$ cat src/rtl/opr_execute_sequencer.sv
// Sequences one PDP-8 operate instruction around the micro-instruction decoder:
// latch operands, let the decode settle, capture AC/L/skip, apply OSR/HLT, hand back next PC.
module opr_execute_sequencer #(
  parameter int SETTLE_CYCLES = 1,
  parameter bit OSR_ENABLE    = 1'b1
) (
  input  logic        clk,
  input  logic        rst,
  input  logic        opr_valid,
  output logic        opr_ready,
  input  logic [11:0] instr,
  input  logic [11:0] pc_in,
  input  logic [11:0] ac_in,
  input  logic        l_in,
  input  logic [11:0] sr,
  output logic [8:0]  i_reg,
  output logic [11:0] ac_reg,
  output logic        l_reg,
  input  logic [11:0] ac_micro,
  input  logic        l_micro,
  input  logic        skip,
  input  logic        micro_g1,
  input  logic        micro_g2,
  input  logic        micro_g3,
  output logic        done,
  input  logic        done_ack,
  output logic [11:0] ac_out,
  output logic        l_out,
  output logic [11:0] pc_out,
  output logic        halt,
  output logic        decode_err
);

  localparam logic [3:0] SETTLE_LOAD = 4'(SETTLE_CYCLES - 1);

  typedef enum logic [1:0] {
    S_IDLE,
    S_DECODE,
    S_WRITEBACK,
    S_DONE
  } state_t;

  state_t      r_state;
  logic [3:0]  r_cnt;
  logic [8:0]  r_i_reg;
  logic [11:0] r_ac_reg;
  logic        r_l_reg;
  logic [11:0] r_pc;
  logic [11:0] r_sr;
  logic [11:0] r_ac_out;
  logic        r_l_out;
  logic [11:0] r_pc_out;
  logic        r_done;
  logic        r_halt;
  logic        r_decode_err;

  logic [2:0]  w_flags;
  logic        w_onehot;
  logic [11:0] w_pc_inc;
  logic [11:0] w_pc_skip;
  logic [11:0] w_osr;
  logic        w_accept;

  assign w_flags   = {micro_g1, micro_g2, micro_g3};
  assign w_onehot  = (w_flags == 3'b100) || (w_flags == 3'b010) || (w_flags == 3'b001);
  // 12-bit adds wrap naturally: 7777 -> 0000 (no skip) or 0001 (skip)
  assign w_pc_inc  = r_pc + 12'd1;
  assign w_pc_skip = r_pc + 12'd2;
  assign w_osr     = (OSR_ENABLE && r_i_reg[2]) ? r_sr : 12'd0;
  assign w_accept  = opr_valid && opr_ready;

  assign opr_ready  = (r_state == S_IDLE) && !rst;
  assign i_reg      = r_i_reg;
  assign ac_reg     = r_ac_reg;
  assign l_reg      = r_l_reg;
  assign done       = r_done;
  assign ac_out     = r_ac_out;
  assign l_out      = r_l_out;
  assign pc_out     = r_pc_out;
  assign halt       = r_halt;
  assign decode_err = r_decode_err;

  always_ff @(posedge clk) begin
    if (rst) begin
      r_state      <= S_IDLE;
      r_cnt        <= 4'd0;
      r_i_reg      <= 9'd0;
      r_ac_reg     <= 12'd0;
      r_l_reg      <= 1'b0;
      r_pc         <= 12'd0;
      r_sr         <= 12'd0;
      r_ac_out     <= 12'd0;
      r_l_out      <= 1'b0;
      r_pc_out     <= 12'd0;
      r_done       <= 1'b0;
      r_halt       <= 1'b0;
      r_decode_err <= 1'b0;
    end else begin
      case (r_state)
        S_IDLE: begin
          if (w_accept) begin
            r_i_reg      <= instr[8:0];
            r_ac_reg     <= ac_in;
            r_l_reg      <= l_in;
            r_pc         <= pc_in;
            r_sr         <= sr;
            r_cnt        <= SETTLE_LOAD;
            r_decode_err <= 1'b0;
            r_state      <= S_DECODE;
          end
        end

        S_DECODE: begin
          if (r_cnt == 4'd0) begin
            r_state <= S_WRITEBACK;
          end else begin
            r_cnt <= r_cnt - 4'd1;
          end
        end

        S_WRITEBACK: begin
          if (!w_onehot) begin
            // Ambiguous group decode: leave AC/L untouched and just step the PC
            r_decode_err <= 1'b1;
            r_ac_out     <= r_ac_reg;
            r_l_out      <= r_l_reg;
            r_pc_out     <= w_pc_inc;
          end else if (micro_g2) begin
            r_ac_out <= ac_micro | w_osr;
            r_l_out  <= l_micro;
            r_pc_out <= skip ? w_pc_skip : w_pc_inc;
            if (r_i_reg[1]) begin
              r_halt <= 1'b1;
            end
          end else begin
            r_ac_out <= ac_micro;
            r_l_out  <= l_micro;
            r_pc_out <= w_pc_inc;
          end
          r_done  <= 1'b1;
          r_state <= S_DONE;
        end

        S_DONE: begin
          if (done_ack) begin
            r_done  <= 1'b0;
            r_state <= S_IDLE;
          end
        end

        default: begin
          r_state <= S_IDLE;
        end
      endcase
    end
  end

endmodule

$ cat config.mk
export PLATFORM = sky130hd
export DESIGN_NAME = opr_execute_sequencer
export DESIGN_NICKNAME = d
export VERILOG_FILES = /design/src/rtl/opr_execute_sequencer.sv
export SDC_FILE = /design/constraint.sdc
export NUM_CORES = 1
export LEC_CHECK = 0
export ABC_AREA = 1
export CORE_AREA = 2 2 64 126
export DETAILED_ROUTE_END_ITERATION = 10
export DIE_AREA = 0 0 66 128
export PLACE_DENSITY = 0.83
export SETUP_SLACK_MARGIN = 0.2
export SLEW_MARGIN = 40
export SYNTH_ARGS = -nofsm -noshare
export SYNTH_HDL_FRONTEND = slang
export SYNTH_SLANG_ARGS = --single-unit
export TNS_END_PERCENT = 10
$ cat constraint.sdc
create_clock -name clk -period 3.2 [get_ports clk]
set_input_delay 0.64 -clock clk [delete_from_list [all_inputs] [get_ports clk]]
set_output_delay 0.64 -clock clk [all_outputs]
set_load 0.005 [all_outputs]
[Yosys cells after proc, flatten, opt, wreduce, memory -nomap -nowiden]
Index checks and enable logic that the tools add are counted.
Word-level totals
  register bits: 80
  latch bits: 0
  memory bits (writable): 0
  memory bits (read-only): 0
  input bits: 70
  output and inout port bits: 51
  word-level logic and storage cells: 63
  memories: 0
Cells by class
  $add $sub $neg: 3
  multiply operators: 0
  divide/modulo/power cells: 0
  magnitude comparators: 0
  equal/unequal tests: 11
  shift operators: 0
  muxes and demuxes: 19
  bitwise gates (word level): 1
  reductions and logical operators: 16
Operators by type and width (count)
  12-bit two-way mux: 6
  12-bit by 1-bit adder with 12-bit output (second input constant): 1
  12-bit by 2-bit adder with 12-bit output (second input constant): 1
  12-bit bitwise OR: 1
  2-bit inequality test (second input constant): 5
  3-bit AND reduction: 3
  4-bit two-way mux: 2
  2-bit one-hot mux with 4 select lines: 1
  4-bit one-hot mux with 2 select lines: 1
  2-bit two-way mux: 3
  2-bit nonzero test: 3
  2-bit == test (second input constant): 2
  4-bit zero test: 1
  1-bit two-way mux: 4
  1-bit one-hot mux with 2 select lines: 2
  2-bit AND reduction: 2
  4-bit AND reduction: 1
  4-bit by 1-bit subtractor with 4-bit output (second input constant): 1
  3-bit by 1-bit == test with 1-bit output (second input constant): 1
  3-bit by 2-bit == test with 1-bit output (second input constant): 1
  3-bit == test (second input constant): 1
  2-bit by 1-bit == test with 1-bit output (second input constant): 1
  1-bit logical AND: 2
  2-bit zero test: 1
  2 further kinds: 3

[Logic depth before layout (Yosys ltp)]
Gate-level depths: netlist of the first run.
  word-level depth: 5
  depth in mapped cells: 12
  depth with buffers taken out: 12

[Worst setup path after synthesis of the first run]
No wires, ideal clock.
  kind: input -> register
  start point: input micro_g2
  end point: register r_pc_out[4] (netlist: pc_out[4])
  library setup time: 0.128 ns
  arrival: 1.477 ns
  required time: 3.072 ns
  setup slack: 1.595 ns
  cell stages on the path: 6
  path buffers: 0
  cell sequence: inv_1 > nor3_4 > nand2_4 > o21ai_0 > xor2_1 > a21oi_1
Between the ends
  cells in the longest elaborated chain, start to end: 4
RTL lines
  from (decl): RTL line 23  | input logic micro_g2,
  3-bit == test or 3-bit by 2-bit == test with 1-bit output (tied branches): RTL line 65  | assign w_onehot = (w_flags == 3'b100) || (w_flags == 3'b010) || (w_flags == 3'b001);
  1-bit logical OR (2 in a row): RTL line 65
  12-bit two-way mux (*): RTL line 122  | if (!w_onehot) begin
  to (signal assigned): RTL line 127  | r_pc_out <= w_pc_inc;
  to (signal assigned): RTL line 131  | r_pc_out <= skip ? w_pc_skip : w_pc_inc;
  to (signal assigned): RTL line 138  | r_pc_out <= w_pc_inc;
  to (decl): RTL line 52  | logic [11:0] r_pc_out;
Mark *: on every way between the ends. The rest lies on a longest branch, timed or not.
A chain may end at the register's enable or synchronous reset.

[Final worst setup path of the first run]
  start point: input rst
  end point: output opr_ready
Between the ends
  cells in the longest elaborated chain, start to end: 2
RTL lines
  from (decl): RTL line 8  | input logic rst,
  1-bit zero test: RTL line 72  | assign opr_ready = (r_state == S_IDLE) && !rst;
  1-bit logical AND: RTL line 72
  to (decl): RTL line 10  | output logic opr_ready,
Every way passes these cells.

==> run metrics, run 1 <==
CTS root buf=sky130_fd_sc_hd__clkbuf_16; number of antenna violations at the first check in global routing=1; critical path endpoint=opr_ready; P&R area growth vs syn=43.3%; total negative setup slack=0 ns; std cell rows=between 40 and 50; P_leak=approximately 2.1 nW; FF-to-FF path depth=11; gr usage total=0.256; post-CTS setup buffers=0; Tightest Hold Check Type=reg2reg; endpoints failing setup=0; post-synthesis net count=~580; result of the run=completed; Critical Path RT=2.56 ns; Slew headroom=0.562; clock-pin slew on the worst setup and hold paths=about 0.050 ns; Clock Skew=approximately 0.0052 ns; length of the first detailed-routing pass in iterations=5; critical path launch point type=input port; top flip-flop cell by instance count after synthesis=sky130_fd_sc_hd__dfxtp_1; Warnings, synthesis=0; Final Net Count=684; RSZ-0062 raised after global routing=false; number of clock sinks seen by CTS=80; Post-DP Area=4810 um^2; Period minus WS final=about 2.4 ns; worst reg2reg startpoint=r_state[1]; GPL Wtd Cong=about 0.9; synthesized area=3580 um^2; maximum fanout along the worst path=2; EDFF count, synth=0; reg2reg setup slack=1.18 ns; final total power=0.00363 W; number of hold-slack violations in the final timing report=0; Vias per Instance=~5.3; Die Width=between 60 and 70 um; share of the synthesized area in the top cell type=0.447; Die H=about 130 um; Max H-tree Level=3; VDD IR max=around 0.44 mV; Slew @ Worst Pin=around 0.66 ns; start point of the critical path=rst; share of layout cells above drive strength 1=0.0524; clock tree from TritonCTS=built; Syn Inst Count=497; ranking of synthesized cells by area=sky130_fd_sc_hd__dfxtp_1 (45%), sky130_fd_sc_hd__nand2_1 (12%), sky130_fd_sc_hd__o21ai_0 (7.5%); #FFs+latches synth=80; Routed wire per std cell=about 15 um; number of design-rule violations left by the first detailed-router iteration=roughly 330; Setup Crit Path Kind=in2out; r2r endpoint=r_cnt[1]; number of different library cells in the post-synthesis netlist=28; Initial Utilization=0.475; part of the cycle the worst path needs=0.747; Total Wirelength=approximately 10 mm; Mapped Avg Cell Area=7.21 um^2; area of the core=7540 um^2; I/O pin total=about 120; power density over the cells=just over 700 nW/um^2; maximum buffer depth of the clock tree=2; final instance count without filler cells=706; die area=8450 um^2; area of all placed cells without fillers=5130 um^2; register area share after synthesis=0.447; Final Max Tran Viols=0; placed wire-length estimate=around 7.6 mm; placed instance count=approximately 700; crit path DAT=between 1.5 and 2 ns; worst skew pair latency=0.34 ns; DRC=0; total of cells resized after clock tree synthesis=0; final cell utilization of the core=0.680; quantity of hold-fixing buffers added after cts=0; pin count of the biggest net entering global routing=70; via count of the first global-routing pass=between 3000 and 4000; GRT Residual Overflow=0; final antenna-violating net count=0; maximum clock rate=approximately 420 MHz; library cell occupying the most area in the post-synthesis netlist=sky130_fd_sc_hd__dfxtp_1; share of flip-flops with an asynchronous set or reset after synthesis=0; Max Cap Viol=0; detailed-route via count=3751; first-pass GRT wire length=between 15 and 20 mm; Setup crit end kind=primary output; Port Buffers=117; Inserted Clock Buffers=9
[worst max-delay path, cell delays in order]
cell                              delay (ns)
sky130_fd_sc_hd__clkdlybuf4s50_1        0.44
sky130_fd_sc_hd__nor2_2                 0.16
sky130_fd_sc_hd__clkdlybuf4s50_1        0.52
[routing by layer]
layer	vias to the layer above	part of all wire	global-route usage	routed length [um]
li1	1851	-	-	-
met1	1716	0.35	0.246	3590
met2	141	0.54	0.462	5650
met3	43	0.053	0.0588	547
met4	0	0.057	0.178	588
met5	-	0	0	0
[how the worst min path moves through the flow]
stage	from	endpoint	slack, ns	cells after the start
final	r_sr[1]	r_sr[1]	0.45	2
after global routing	r_sr[1]	r_sr[1]	0.48	2
after CTS	r_sr[1]	r_sr[1]	0.45	2
after detailed placement	r_sr[1]	r_sr[1]	0.45	2
after global placement	r_sr[1]	r_sr[1]	0.44	2
after floorplan	r_sr[0]	r_sr[0]	0.43	2
[power breakdown]
group          leakage [nW]  internal, W  switching [W]
combinational          1.27     0.000571       0.000574
clock                 0.150     0.000683       0.000403
sequential            0.656      0.00124       0.000154
total                  2.07      0.00250        0.00113
[per-stage QoR]
stage | worst slack [ns] | hold WS [ns]
floorplan | 1.59 | 0.430
global placement | 0.566 | 0.437
detailed placement | 0.515 | 0.447
CTS | 0.805 | 0.455
global route | 0.676 | 0.478
finish | 0.808 | 0.451
[layout make-up]
type	instances	area, um^2
clock inverter	5	81.3
clock buffer	11	233
antenna	1	2.50
tap	94	118
timing repair buffer	123	1220
inverter	51	191
sequential	80	1600
fill	638	2410
multi-input combinational	341	1690
[cell usage after synthesis, types with 3 or more instances]
library cell                 n
sky130_fd_sc_hd__nand2_1   112
sky130_fd_sc_hd__dfxtp_1    80
sky130_fd_sc_hd__o21ai_0    54
sky130_fd_sc_hd__nand3_1    50
sky130_fd_sc_hd__inv_1      49
sky130_fd_sc_hd__a21oi_1    40
sky130_fd_sc_hd__nor2_1     34
sky130_fd_sc_hd__clkbuf_1   21
sky130_fd_sc_hd__a31oi_1    14
sky130_fd_sc_hd__ha_1        8
sky130_fd_sc_hd__xor2_1      6
sky130_fd_sc_hd__buf_2       3
sky130_fd_sc_hd__nor3_1      3
sky130_fd_sc_hd__o211ai_1    3
sky130_fd_sc_hd__o21ai_1     3
[logic make-up after synthesis]
| logic type | after synthesis | share of synthesized area |
|---|---|---|
| and+or+nand+nor | 208 | 0.248 |
| DFF | 80 | 0.447 |
| buffers and inverters | 76 | 0.0818 |
| xor gates and xnor gates | 7 | 0.0171 |
| adders and majority gates | 8 | 0.0280 |
| AOI/OAI and AO/OA | 118 | 0.177 |
[layout by cell type, fill, tap and decap left out, drive strengths merged]
| master | count |
|---|---|
| clkinv | 2 |
| nand3 | 50 |
| buf | 6 |
| xnor2 | 1 |
| clkdlybuf4s50 | 117 |
| o21a | 1 |
| o21ai | 57 |
| clkbuf | 11 |
| clkinvlp | 1 |
| a22oi | 1 |
| ha | 8 |
| o211ai | 3 |
| dfxtp | 80 |
| diode | 1 |
| nor3 | 4 |
| nor2 | 37 |
| bufinv | 2 |
| a31oi | 14 |
| nand2 | 115 |
| inv | 51 |
| xor2 | 6 |
| a21oi | 42 |
| nand4 | 2 |
(Power assumes the default switching activity.)
==> run 2, diff against run 1 <==
CORE_AREA = 2 2 70 138   (was 2 2 64 126)
DIE_AREA = 0 0 72 140   (was 0 0 66 128)
PLACE_DENSITY = 0.74   (was 0.83)
clock period = 2.07 ns   (was 3.2 ns; I/O delays follow)
==> run 2 against run 1 <==
Compared with the run above: combinational power is 60% higher; worst setup slack worse by 0.56 ns; sequential share of layout area is 0.77 points lower; flip-flop and latch count stayed put; clock-buffer cell count stayed put; global-route usage is 3.7 points lower; largest cell class unchanged; critical endpoint unchanged.
==> run metrics, run 2 (synthesis gave the netlist of run 1 again) <==
number of antenna violations at the first check in global routing=1 (unchanged); CP max stage cell=sky130_fd_sc_hd__dfxtp_1; final total power=0.00562 W (+55%); area of the core=9010 um^2 (+19%); quantity of hold-fixing buffers added after cts=0 (unchanged); Initial Utilization=0.397 (-0.0773); die area=10100 um^2 (+19%); Die Width=72 um (+9.1%); P&R area growth vs syn=46.9%; Port Buffers=117 (unchanged); number of clock sinks seen by CTS=80 (unchanged); Inserted Clock Buffers=9 (unchanged); final antenna-violating net count=0 (unchanged); Final Max Tran Viols=0 (unchanged); P_leak=2.14 nW (+3.3%); maximum buffer depth of the clock tree=2 (unchanged); number of hold-slack violations in the final timing report=0 (unchanged); gr usage total=0.218 (-0.0374); Final Net Count=694 (+1.5%); DRC=0 (unchanged); GPL Wtd Cong=0.855 (-4.7%); clock tree from TritonCTS=built; via count of the first global-routing pass=3781 (+1.9%); Routed wire per std cell=15.1 um (+2.4%); highest cell delay on the worst timing path=0.40 ns (-0.12 ns); Slew @ Worst Pin=0.438 ns (-0.220 ns); Vias per Instance=5.18 (-2.5%); final cell utilization of the core=0.584 (-0.0963); worst skew pair latency=0.34 ns (about the same); first-pass GRT wire length=17.1 mm (+3.1%); Setup Crit Path Kind=reg2out; Setup crit end kind=primary output; Tightest Hold Check Type=reg2reg; maximum clock rate=549 MHz; Max Cap Viol=0 (unchanged); pin count of the biggest net entering global routing=70 (unchanged); power density over the cells=1070 nW/um^2 (+51%); CTS root buf=sky130_fd_sc_hd__clkbuf_16; Die H=140 um (+9.4%); part of the cycle the worst path needs=0.880; maximum fanout along the worst path=4 (+2); Max H-tree Level=3 (unchanged); Clock Skew=0.00531 ns (+0.000140 ns); GRT Residual Overflow=0 (unchanged); detailed-route via count=3749 (-0.053%); length of the first detailed-routing pass in iterations=4 (-1); share of layout cells above drive strength 1=0.0741 (+0.0217); endpoints failing setup=0 (unchanged); clock-pin slew on the worst setup and hold paths=0.06 ns (about the same); Period minus WS final=about 1.8 ns; total negative setup slack=0 ns (unchanged); Total Wirelength=10.9 mm (+5.0%); placed wire-length estimate=8.11 mm (+7.4%); most used cells in the layout excluding fill and tap cells=sky130_fd_sc_hd__clkdlybuf4s50_1 (116), sky130_fd_sc_hd__nand2_1 (112), sky130_fd_sc_hd__dfxtp_1 (80); Critical Path RT=1.66 ns (-0.90 ns); VDD IR max=0.664 mV (+52%); number of design-rule violations left by the first detailed-router iteration=200 (-38%); chain of cells forming the critical path=inv_2 -> ha_1 -> inv_1 -> nor2_2 -> dlygate4sd2_1; RSZ-0062 raised after global routing=true; Slew headroom=0.705 (+0.144); result of the run=completed; critical path launch point type=register; commonest non-fill, non-tap cell in the layout=sky130_fd_sc_hd__clkdlybuf4s50_1; I/O pin total=121 (unchanged); fillcell total=834 (+31%); std cell rows=49 (+8.9%); crit path DAT=1.41 ns (-0.34 ns)
run 2: final timing paths:
| check | start | end | slack [ns] | depth (start not counted) |
|---|---|---|---|---|
| worst max register to register | r_state[0] | r_state[0] | 0.39 | 12 |
| worst max-delay path | r_state[0] | opr_ready | 0.25 | 5 |
| worst min register to register | r_sr[2] | r_sr[2] | 0.45 | 2 |
| worst min-delay path | r_sr[2] | r_sr[2] | 0.45 | 2 |
run 2: where the power goes:
group	leakage (nW)	internal (W)	total [W]	switching, W
registers	0.656	0.00192	0.00218	0.000261
logic	1.33	0.000927	0.00182	0.000895
clock network	0.156	0.000997	0.00162	0.000621
run 2: final cells by class:
cell class | instances | area (um^2) | area share
antenna | 1 | 2.50 | 0.000476
clock buffer | 11 | 253 | 0.0480
multi-input combinational | 341 | 1690 | 0.321
timing repair buffer | 133 | 1340 | 0.255
inverter | 51 | 195 | 0.0371
clock inverter | 5 | 53.8 | 0.0102
tap | 102 | 128 | 0.0243
sequential | 80 | 1600 | 0.304
run 2: worst max-delay path, delay by kind of cell (launching register included):
kind	cells	cell delay, ns
fa+ha+maj	1	0.19
simple gates	1	0.06
flops	1	0.40
buf+inv	3	0.43
run 2: through the flow:
stage / worst slack [ns] / hold WS, ns / std cells / cell area [um^2]
CTS: 0.241 / 0.453 / 722 / 5230
global route: 0.191 / 0.476 / 724 / 5260
finish: 0.248 / 0.451 / 724 / 5260
global placement: 0.0111 / 0.437 / 706 / 4930
floorplan: 0.532 / 0.430 / 497 / 3580
detailed placement: -0.0598 / 0.445 / 706 / 4930
run 2: metal layers:
layer	vias up	GRT usage	wire (um)
li1	1874	-	-
met1	1709	0.204	3900
met2	125	0.405	5900
met3	41	0.0468	461
met4	0	0.146	634
met5	-	0	0
run 2: repair_timing:
item	CTS	global route
buffers inserted	0	1
setup endpoints to repair	1	2
cloned	0	0
gates resized for setup	3	1
